[src/rtl/load_store_queue_if.sv]
// Enqueue and memory-issue handshake bundle for the load/store queue.
// The master side feeds entries in and accepts issues; the slave side is the queue.
interface load_store_queue_if #(
    parameter int ROB_W = 4
) ();
    logic             enq_valid;
    logic             enq_ready;
    logic             enq_typ;
    logic [2:0]       enq_op;
    logic [31:0]      enq_Vj;
    logic [31:0]      enq_Vk;
    logic [ROB_W-1:0] enq_Qj;
    logic [ROB_W-1:0] enq_Qk;
    logic [ROB_W-1:0] enq_dest;
    logic [11:0]      enq_offset;

    logic             mem_valid;
    logic             mem_ready;
    logic             mem_typ;
    logic [2:0]       mem_op;
    logic [31:0]      mem_addr;
    logic [31:0]      mem_data;
    logic [ROB_W-1:0] mem_dest;

    modport master (
        output enq_valid, enq_typ, enq_op, enq_Vj, enq_Vk, enq_Qj, enq_Qk, enq_dest, enq_offset,
        input  enq_ready,
        input  mem_valid, mem_typ, mem_op, mem_addr, mem_data, mem_dest,
        output mem_ready
    );

    modport slave (
        input  enq_valid, enq_typ, enq_op, enq_Vj, enq_Vk, enq_Qj, enq_Qk, enq_dest, enq_offset,
        output enq_ready,
        output mem_valid, mem_typ, mem_op, mem_addr, mem_data, mem_dest,
        input  mem_ready
    );
endinterface

[src/rtl/load_store_queue.sv]
// In-order load/store queue: entries snoop the CDB for operands and wait for ROB commit
// (stores only) before issuing to memory strictly in program order.
module load_store_queue #(
    parameter int DEPTH   = 8,
    parameter int ROB_W   = 4,
    parameter int NUM_CDB = 2
) (
    input  logic                        clk_in,
    input  logic                        flush_input,
    load_store_queue_if.slave           bus,
    input  logic [NUM_CDB*ROB_W-1:0]    cdb_rob_id,
    input  logic [NUM_CDB*32-1:0]       cdb_value,
    input  logic [ROB_W-1:0]            rob_commit_id,
    output logic [$clog2(DEPTH):0]      count,
    output logic                        full,
    output logic                        empty
);
    localparam int PTR_W = $clog2(DEPTH);
    localparam int CNT_W = PTR_W + 1;

    logic [DEPTH-1:0] busy;
    logic [DEPTH-1:0] is_store;
    logic [DEPTH-1:0] committed;
    logic [2:0]       op     [DEPTH];
    logic [31:0]      vj     [DEPTH];
    logic [31:0]      vk     [DEPTH];
    logic [ROB_W-1:0] qj     [DEPTH];
    logic [ROB_W-1:0] qk     [DEPTH];
    logic [ROB_W-1:0] dest   [DEPTH];
    logic [11:0]      offset [DEPTH];

    logic [PTR_W-1:0] head;
    logic [PTR_W-1:0] tail;
    logic [CNT_W-1:0] used;

    logic             head_ready;
    logic             enq_fire;
    logic             deq_fire;
    logic [32:0]      snoop_j [DEPTH];
    logic [32:0]      snoop_k [DEPTH];
    logic [32:0]      enq_snoop_j;
    logic [32:0]      enq_snoop_k;

    // Returns {hit, value}; scanning high to low lets the lowest channel win.
    function automatic logic [32:0] cdb_lookup(
        input logic [ROB_W-1:0]         q,
        input logic [NUM_CDB*ROB_W-1:0] ids,
        input logic [NUM_CDB*32-1:0]    vals
    );
        logic [32:0] r;
        r = '0;
        for (int c = NUM_CDB - 1; c >= 0; c--) begin
            if (q != '0 && ids[c*ROB_W +: ROB_W] == q)
                r = {1'b1, vals[c*32 +: 32]};
        end
        return r;
    endfunction

    always_comb begin
        for (int i = 0; i < DEPTH; i++) begin
            snoop_j[i] = cdb_lookup(qj[i], cdb_rob_id, cdb_value);
            snoop_k[i] = cdb_lookup(qk[i], cdb_rob_id, cdb_value);
        end
        enq_snoop_j = cdb_lookup(bus.enq_Qj, cdb_rob_id, cdb_value);
        enq_snoop_k = cdb_lookup(bus.enq_Qk, cdb_rob_id, cdb_value);
    end

    assign count         = used;
    assign full          = (used == CNT_W'(DEPTH));
    assign empty         = (used == '0);
    assign bus.enq_ready = !full;
    assign enq_fire      = bus.enq_valid && !full;

    // Loads only need their base operand; stores also need data and a retired ROB slot.
    always_comb begin
        head_ready = busy[head] && (qj[head] == '0);
        if (is_store[head])
            head_ready = head_ready && (qk[head] == '0) && committed[head];
    end

    assign bus.mem_valid = !empty && head_ready;
    assign deq_fire      = bus.mem_valid && bus.mem_ready;

    always_comb begin
        bus.mem_typ  = 1'b0;
        bus.mem_op   = '0;
        bus.mem_addr = '0;
        bus.mem_data = '0;
        bus.mem_dest = '0;
        if (bus.mem_valid) begin
            bus.mem_typ  = is_store[head];
            bus.mem_op   = op[head];
            bus.mem_addr = vj[head] + {{20{offset[head][11]}}, offset[head]};
            bus.mem_data = is_store[head] ? vk[head] : 32'd0;
            bus.mem_dest = dest[head];
        end
    end

    always_ff @(posedge clk_in) begin
        if (flush_input) begin
            head <= '0;
            tail <= '0;
            used <= '0;
            busy <= '0;
        end else begin
            for (int i = 0; i < DEPTH; i++) begin
                if (busy[i] && snoop_j[i][32]) begin
                    vj[i] <= snoop_j[i][31:0];
                    qj[i] <= '0;
                end
                if (busy[i] && snoop_k[i][32]) begin
                    vk[i] <= snoop_k[i][31:0];
                    qk[i] <= '0;
                end
                if (busy[i] && rob_commit_id != '0 && dest[i] == rob_commit_id)
                    committed[i] <= 1'b1;
            end

            if (deq_fire) begin
                busy[head] <= 1'b0;
                head       <= head + PTR_W'(1);
            end

            // The tail slot is never busy when enqueue is allowed, so these writes cannot collide.
            if (enq_fire) begin
                busy[tail]      <= 1'b1;
                is_store[tail]  <= bus.enq_typ;
                op[tail]        <= bus.enq_op;
                vj[tail]        <= enq_snoop_j[32] ? enq_snoop_j[31:0] : bus.enq_Vj;
                vk[tail]        <= enq_snoop_k[32] ? enq_snoop_k[31:0] : bus.enq_Vk;
                qj[tail]        <= enq_snoop_j[32] ? '0 : bus.enq_Qj;
                qk[tail]        <= enq_snoop_k[32] ? '0 : bus.enq_Qk;
                dest[tail]      <= bus.enq_dest;
                offset[tail]    <= bus.enq_offset;
                committed[tail] <= (rob_commit_id != '0) && (rob_commit_id == bus.enq_dest);
                tail            <= tail + PTR_W'(1);
            end

            used <= used + CNT_W'(enq_fire) - CNT_W'(deq_fire);
        end
    end
endmodule

[src/flat_wrapper.sv]
// flat-port wrapper written by rule: the top's interface ports become plain ports
module load_store_queue_flat 
#(
    parameter int DEPTH   = 8,
    parameter int ROB_W   = 4,
    parameter int NUM_CDB = 2
)
  (clk_in, flush_input, cdb_rob_id, cdb_value, rob_commit_id, count, full, empty, bus_enq_valid, bus_enq_typ, bus_enq_op, bus_enq_Vj, bus_enq_Vk, bus_enq_Qj, bus_enq_Qk, bus_enq_dest, bus_enq_offset, bus_enq_ready, bus_mem_valid, bus_mem_typ, bus_mem_op, bus_mem_addr, bus_mem_data, bus_mem_dest, bus_mem_ready);
  load_store_queue_if #(.ROB_W(ROB_W)) bus_i ();
  input  logic clk_in;
  input  logic flush_input;
  input  logic [NUM_CDB*ROB_W-1:0] cdb_rob_id;
  input  logic [NUM_CDB*32-1:0] cdb_value;
  input  logic [ROB_W-1:0] rob_commit_id;
  output logic [$clog2(DEPTH):0] count;
  output logic full;
  output logic empty;
  input wire logic [$bits(bus_i.enq_valid)-1:0] bus_enq_valid;
  input wire logic [$bits(bus_i.enq_typ)-1:0] bus_enq_typ;
  input wire logic [$bits(bus_i.enq_op)-1:0] bus_enq_op;
  input wire logic [$bits(bus_i.enq_Vj)-1:0] bus_enq_Vj;
  input wire logic [$bits(bus_i.enq_Vk)-1:0] bus_enq_Vk;
  input wire logic [$bits(bus_i.enq_Qj)-1:0] bus_enq_Qj;
  input wire logic [$bits(bus_i.enq_Qk)-1:0] bus_enq_Qk;
  input wire logic [$bits(bus_i.enq_dest)-1:0] bus_enq_dest;
  input wire logic [$bits(bus_i.enq_offset)-1:0] bus_enq_offset;
  output wire logic [$bits(bus_i.enq_ready)-1:0] bus_enq_ready;
  output wire logic [$bits(bus_i.mem_valid)-1:0] bus_mem_valid;
  output wire logic [$bits(bus_i.mem_typ)-1:0] bus_mem_typ;
  output wire logic [$bits(bus_i.mem_op)-1:0] bus_mem_op;
  output wire logic [$bits(bus_i.mem_addr)-1:0] bus_mem_addr;
  output wire logic [$bits(bus_i.mem_data)-1:0] bus_mem_data;
  output wire logic [$bits(bus_i.mem_dest)-1:0] bus_mem_dest;
  input wire logic [$bits(bus_i.mem_ready)-1:0] bus_mem_ready;
  assign bus_i.enq_valid = bus_enq_valid;
  assign bus_i.enq_typ = bus_enq_typ;
  assign bus_i.enq_op = bus_enq_op;
  assign bus_i.enq_Vj = bus_enq_Vj;
  assign bus_i.enq_Vk = bus_enq_Vk;
  assign bus_i.enq_Qj = bus_enq_Qj;
  assign bus_i.enq_Qk = bus_enq_Qk;
  assign bus_i.enq_dest = bus_enq_dest;
  assign bus_i.enq_offset = bus_enq_offset;
  assign bus_enq_ready = bus_i.enq_ready;
  assign bus_mem_valid = bus_i.mem_valid;
  assign bus_mem_typ = bus_i.mem_typ;
  assign bus_mem_op = bus_i.mem_op;
  assign bus_mem_addr = bus_i.mem_addr;
  assign bus_mem_data = bus_i.mem_data;
  assign bus_mem_dest = bus_i.mem_dest;
  assign bus_i.mem_ready = bus_mem_ready;
  load_store_queue #(.DEPTH(DEPTH), .ROB_W(ROB_W), .NUM_CDB(NUM_CDB)) u_core (.clk_in(clk_in), .flush_input(flush_input), .bus(bus_i), .cdb_rob_id(cdb_rob_id), .cdb_value(cdb_value), .rob_commit_id(rob_commit_id), .count(count), .full(full), .empty(empty));
endmodule
[config.mk]
export PLATFORM = sky130hd
export DESIGN_NAME = load_store_queue_flat
export DESIGN_NICKNAME = d
export VERILOG_FILES = /design/src/rtl/load_store_queue_if.sv /design/src/rtl/load_store_queue.sv /design/src/flat_wrapper.sv
export SDC_FILE = /design/constraint.sdc
export NUM_CORES = 2
export LEC_CHECK = 0
export ABC_AREA = 1
export BUFFER_PORTS_ARGS = -buffer_cell sky130_fd_sc_hd__buf_2
export CORE_MARGIN = 2
export CORE_UTILIZATION = 35
export DETAILED_ROUTE_END_ITERATION = 8
export GPL_ROUTABILITY_DRIVEN = 0
export PLACE_DENSITY = 0.58
export SYNTH_ARGS = -nofsm -noshare
export SYNTH_HDL_FRONTEND = slang
export SYNTH_SLANG_ARGS = --single-unit
[constraint.sdc]
create_clock -name clk_in -period 9.9 [get_ports clk_in]
set_input_delay 1.98 -clock clk_in [delete_from_list [all_inputs] [get_ports clk_in]]
set_output_delay 1.98 -clock clk_in [all_outputs]
set_load 0.1 [all_outputs]
# Word-level counts from Yosys, hierarchy flattened

Memory sizes are Yosys's and may differ from the RTL's. A register that Yosys moved wholly into a read port is not among the register bits.
Cells that the tools add are included.
W data, S select, Z words.

Bits in latches: 0
Memory bits (writable): 728
Memories: 7
Bits in registers: 34
Logic and storage cells: 318
Bits of input ports: 172
ROM bits: 0
Output and inout port bits: 80

$mul: 0
Divide/modulo/power cells: 0
Reduce and logical (&&, ||, !) cells: 102
Shifts and indexed selects: 0
Bitwise gates (word level): 4
Equal/unequal tests: 46
Add/sub/neg operators: 5
Multiplexer cells: 144
Magnitude comparators: 4

Memories:

| memory          | words | bits a word | read ports | clocked after memory_dff | wr ports | line                   | text |
|---|---|---|---|---|---|---|---|
| u_core.vj       | 8     | 32          | 1          | 1                        | 9        | load_store_queue.sv:25 | `logic [31:0] vj [DEPTH];` |
| u_core.vk       | 8     | 32          | 1          | 1                        | 9        | load_store_queue.sv:26 | `logic [31:0] vk [DEPTH];` |
| u_core.offset   | 8     | 12          | 1          | 1                        | 1        | load_store_queue.sv:30 | `logic [11:0] offset [DEPTH];` |
| u_core.dest     | 8     | 4           | 9          | 1                        | 1        | load_store_queue.sv:29 | `logic [ROB_W-1:0] dest [DEPTH];` |
| u_core.qj       | 8     | 4           | 9          | 1                        | 9        | load_store_queue.sv:27 | `logic [ROB_W-1:0] qj [DEPTH];` |
| u_core.qk       | 8     | 4           | 9          | 1                        | 9        | load_store_queue.sv:28 | `logic [ROB_W-1:0] qk [DEPTH];` |
| 1 more memories | --    | --          | --         | --                       | --       | --                     |  |

Operators with widths:

| operator              | count |
|---|---|
| $mux W33              | 36 |
| $eq A4 B4 Y1          | 45 |
| $mux W32              | 5 |
| $logic_and A1 B1 Y1   | 77 |
| $reduce_bool A4 Y1    | 19 |
| $mux W1               | 74 |
| $mux W3               | 15 |
| $add A32 B32 Y32      | 1 |
| $mux W8               | 4 |
| $bwmux W8             | 2 |
| $logic_not A4 Y1      | 3 |
| $mux W4               | 3 |
| $bmux W1 S3           | 3 |
| $and A8 B8 Y8         | 1 |
| $lt A3 B4 Y1 const B  | 2 |
| $not A8 Y8            | 1 |
| $or A8 B8 Y8          | 1 |
| $add A3 B1 Y3 const B | 2 |
| $demux W1 S3          | 2 |
| $ge A3 B1 Y1 const B  | 2 |
| $add A4 B1 Y4         | 1 |
| $eq A4 B4 Y1 const B  | 1 |
| $sub A4 B1 Y4         | 1 |
| $logic_not A1 Y1      | 2 |
| 2 further kinds       | 2 |

# Logic depth before layout (Yosys ltp)

Word-level depth: 12
Depth in mapped cells: 23
Depth with buffers taken out: 18

# Worst setup path after synthesis

No wires, ideal clock.

Kind: register to output
Start point: reg (tool-made name)
End point: out bus_mem_addr[2]
Buffers on the path: 5
Data arrival time: 4.520 ns
Data required time: 7.920 ns
Cell stages (with the launch flop): 15
Setup slack: 3.400 ns
Cells stage by stage: dfxtp_1 > buf_2 > clkinv_1 > buf_4 > buf_4 > buf_2 > buf_2 > o21ai_0 > o22ai_1 > nor2_1 > a31oi_1 > ha_1 > fa_1 > nand2_1 > nor3b_1

RTL lines:

| item      | line               | text |
|---|---|---|
| to (decl) | flat_wrapper.sv:31 | `output wire logic [$bits(bus_i.mem_addr)-1:0] bus_mem_addr;` |

==> results by group <==
Cells and area
  • Final core utilization: 0.388
  • Fin cells: 7968
  • Register area: 22800 µm²
  • Synthesis-to-layout area growth: 10.1%
  • Share of layout cells above drive strength 1: 0.110
  • Area of the multi-input gates: 23300 µm²
  • Post-Layout Inst Area: 54000 µm²
  • Final #Nets: 6222
  • Fillcell total: 13900

Global routing
  • GRT met1 Usage: 0.373
  • GR peak layer: met2
  • Initial antenna violation count: 40
  • Met3 usage: 0.0634
  • Global-route wire length before repair: 304000 µm
  • Met2 Use GR: 0.443
  • Grt ovf: 0
  • Largest net degree at the start of global routing: 148
  • GRT Total Usage: 0.292
  • Number of global-route vias before repair: 43500

Placement
  • Dpl hpwl: 129000 µm
  • Dpl cells: 7796
  • PortBufs: 251
  • Post-DP Area: 51200 µm²
  • Worst slack, placed: 2.76 ns

Worst hold path
  • Worst Hold Class: reg -> reg

Clock tree
  • # hold bufs at CTS: 0
  • Longest Clk Path Bufs: 3
  • H-tree depth: 3
  • CTS clk-pin slew, worst paths: 0.06 ns
  • CTS Buf Count: 87
  • Worst-Skew Late Latency: 0.73 ns
  • Post-CTS Setup Repair Bufs: 0
  • CTS root buffer: clkbuf_16
  • Post-CTS sizing: 0
  • Clk sink count: 765
  • CTS tree: done

Detailed routing
  • Via count: 47900
  • Iteration-0 DRC Markers: 6660
  • Routed WL per cell: 27.0 µm
  • DRT Wirelength: 215000 µm
  • Residual DRC count: 0
  • Initial DRT Pass Iterations: 6
  • DR vias/cell: 6.01
  • Antenna-violating nets left: 0

Synth
  • Synthesized Nets: 6342
  • Number of synthesized flops with an enable pin: 744
  • Synthesized instance count: 6129
  • Seq/Total Area, Yosys: 0.464
  • Yosys cell types: 58
  • Mapped Area: 49100 µm²
  • Most used DFF post-synth: edfxtp_1
  • Synth Warn #: 0
  • Post-synth ARST share: 0
  • Synthesized area per cell: 8.01 µm²
  • Register bit total from synthesis: 765

Die
  • Placeable Area: 139000 µm²
  • FP Rows: 137
  • Die width: 378 µm
  • Total die area: 143000 µm²
  • IO Count: 252
  • Die Y: 378 µm
  • Initial Util: 0.352

Timing
  • Tmin final: 7.92 ns
  • Slew Limit Fails: 0
  • Hold Slack: 0.570 ns
  • # setup viols final: 0
  • Hold Vio Cnt, Final: 0
  • Tcrit/Tclk final: 0.800
  • Worst-Margin Slew: 1.19 ns
  • Final Skew: 0.0367 ns
  • Max Clock Freq: 0.126 GHz
  • Headroom to the max-slew limit: 0.202
  • Setup total negative slack: 0 ns
  • RSZ-0062 raised after global routing: false
  • Post-route setup slack: 1.98 ns

Setup path
  • Critical-path maximum fanout: 147
  • CP startpoint kind: register
  • Critical Path End Type: primary output
  • Worst EP required: 7.92 ns
  • Internal reg-to-reg setup slack: 4.93 ns
  • WP data arrival: 5.94 ns
  • Type of the worst setup path: reg -> out

Power and ir drop
  • Worst VDD drop: 266 µV
  • Total power: 8.53 mW
  • Pwr dens: 158 nW/µm²
  • Static Leak: 20.7 nW

Job
  • Max-Cap Viols: 0

Run status
  • Status: completed
-- cell type report --
class | instances | area share
inverter | 231 | 0.0164
multi-input combinational | 4584 | 0.431
clock inverter | 59 | 0.00936
sequential | 765 | 0.422
clock buffer | 101 | 0.0422
antenna | 12 | 0.000556
tap | 1876 | 0.0435
timing repair buffer | 340 | 0.0359
-- metal layers --
layer / routed length (µm) / vias to the layer above
li1: - / 21200
met4: 15900 / 40
met2: 93100 / 3350
met3: 25400 / 754
met1: 80700 / 22500
met5: 241 / -
-- cell families (layout without fill, tap and decap cells) --
logic type      count (synthesis)  in the layout  share of synthesized area
simple gates                 2701           2701                      0.236
compound gates               1730           1730                      0.201
buf+inv                       780            731                     0.0681
flops                         765            765                      0.464
xor+xnor                      111            111                     0.0198
fa+ha+maj                      41             41                     0.0108
mux                             1              1                   0.000229
other cells                     0             12                          0
-- synth_stat cells, types with 22 or more instances --
| cell | count | share of area |
|---|---|---|
| a221oi_1 | 65 | 0.012 |
| clkinv_1 | 43 | 0.0033 |
| nor3_1 | 22 | 0.0022 |
| o21a_1 | 36 | 0.0055 |
| a21oi_1 | 208 | 0.021 |
| o21ai_0 | 1098 | 0.11 |
| o21ai_1 | 76 | 0.0078 |
| edfxtp_1 | 744 | 0.46 |
| nand3_1 | 604 | 0.062 |
| o211ai_4 | 29 | 0.013 |
| xor2_1 | 88 | 0.016 |
| inv_1 | 174 | 0.013 |
| buf_2 | 143 | 0.015 |
| buf_1 | 33 | 0.0025 |
| buf_4 | 25 | 0.0038 |
| or2_2 | 61 | 0.0078 |
| nor2_1 | 1191 | 0.091 |
| clkbuf_1 | 331 | 0.025 |
| o211ai_1 | 33 | 0.0050 |
| ha_1 | 39 | 0.0099 |
| nand2_1 | 728 | 0.056 |
| xnor2_1 | 23 | 0.0041 |
| a31oi_1 | 80 | 0.010 |
| nor4_1 | 27 | 0.0034 |
| o22ai_1 | 62 | 0.0079 |
-- path summary, 6_finish.rpt --
path | start | endpoint | cells after the start
hold / removal | u_core.head[2]$_SDFFE_PP0P_ | register | 2
setup / recovery | register | bus_mem_data[8] | 14
setup reg to reg | register | u_core.count[2]$_SDFF_PP0_ | 17
hold reg to reg | u_core.head[2]$_SDFFE_PP0P_ | register | 2
-- flip-flops by register name, summed over array words and instances (netlist names), named ones only --
name / cells
u_core.committed: 8
u_core.tail: 3
u_core.busy: 8
u_core.vj: 256
u_core.head: 3
u_core.qj: 32
u_core.is_store: 8
u_core.count: 4
u_core.vk: 256
u_core.qk: 32
u_core.op: 24
u_core.offset: 96
u_core.dest: 32
-- critical path, cell delays in order (launching register included) --
cell     delay, ns
dfxtp_4       0.55
inv_8         0.72
buf_4         0.74
nand3_1       0.28
nand3_1       0.13
nand3_1       0.09
nand2_1       0.22
nand2_1       0.08
nand2_1       0.16
nand2_4       0.27
inv_2         0.39
nand2_1       0.17
inv_2         0.50
o21a_1        0.23
buf_2         0.42
-- report_power, final --
part / internal [mW] / switching (mW)
logic: 0.370 / 1.17
registers: 3.69 / 0.0402
clock network: 1.82 / 1.45
total: 5.87 / 2.66
-- placed cells by master (no fill, tap or decap), types with 75 or more instances in the layout --
cell	n
inv_1	172
xor2_1	88
buf_2	251
nand2_1	724
clkbuf_16	88
nor2_1	1183
o21ai_0	1086
edfxtp_1	744
a31oi_1	80
a21oi_1	206
nand3_1	598
buf_4	88
o21ai_1	75
(Power assumes the default switching activity.)
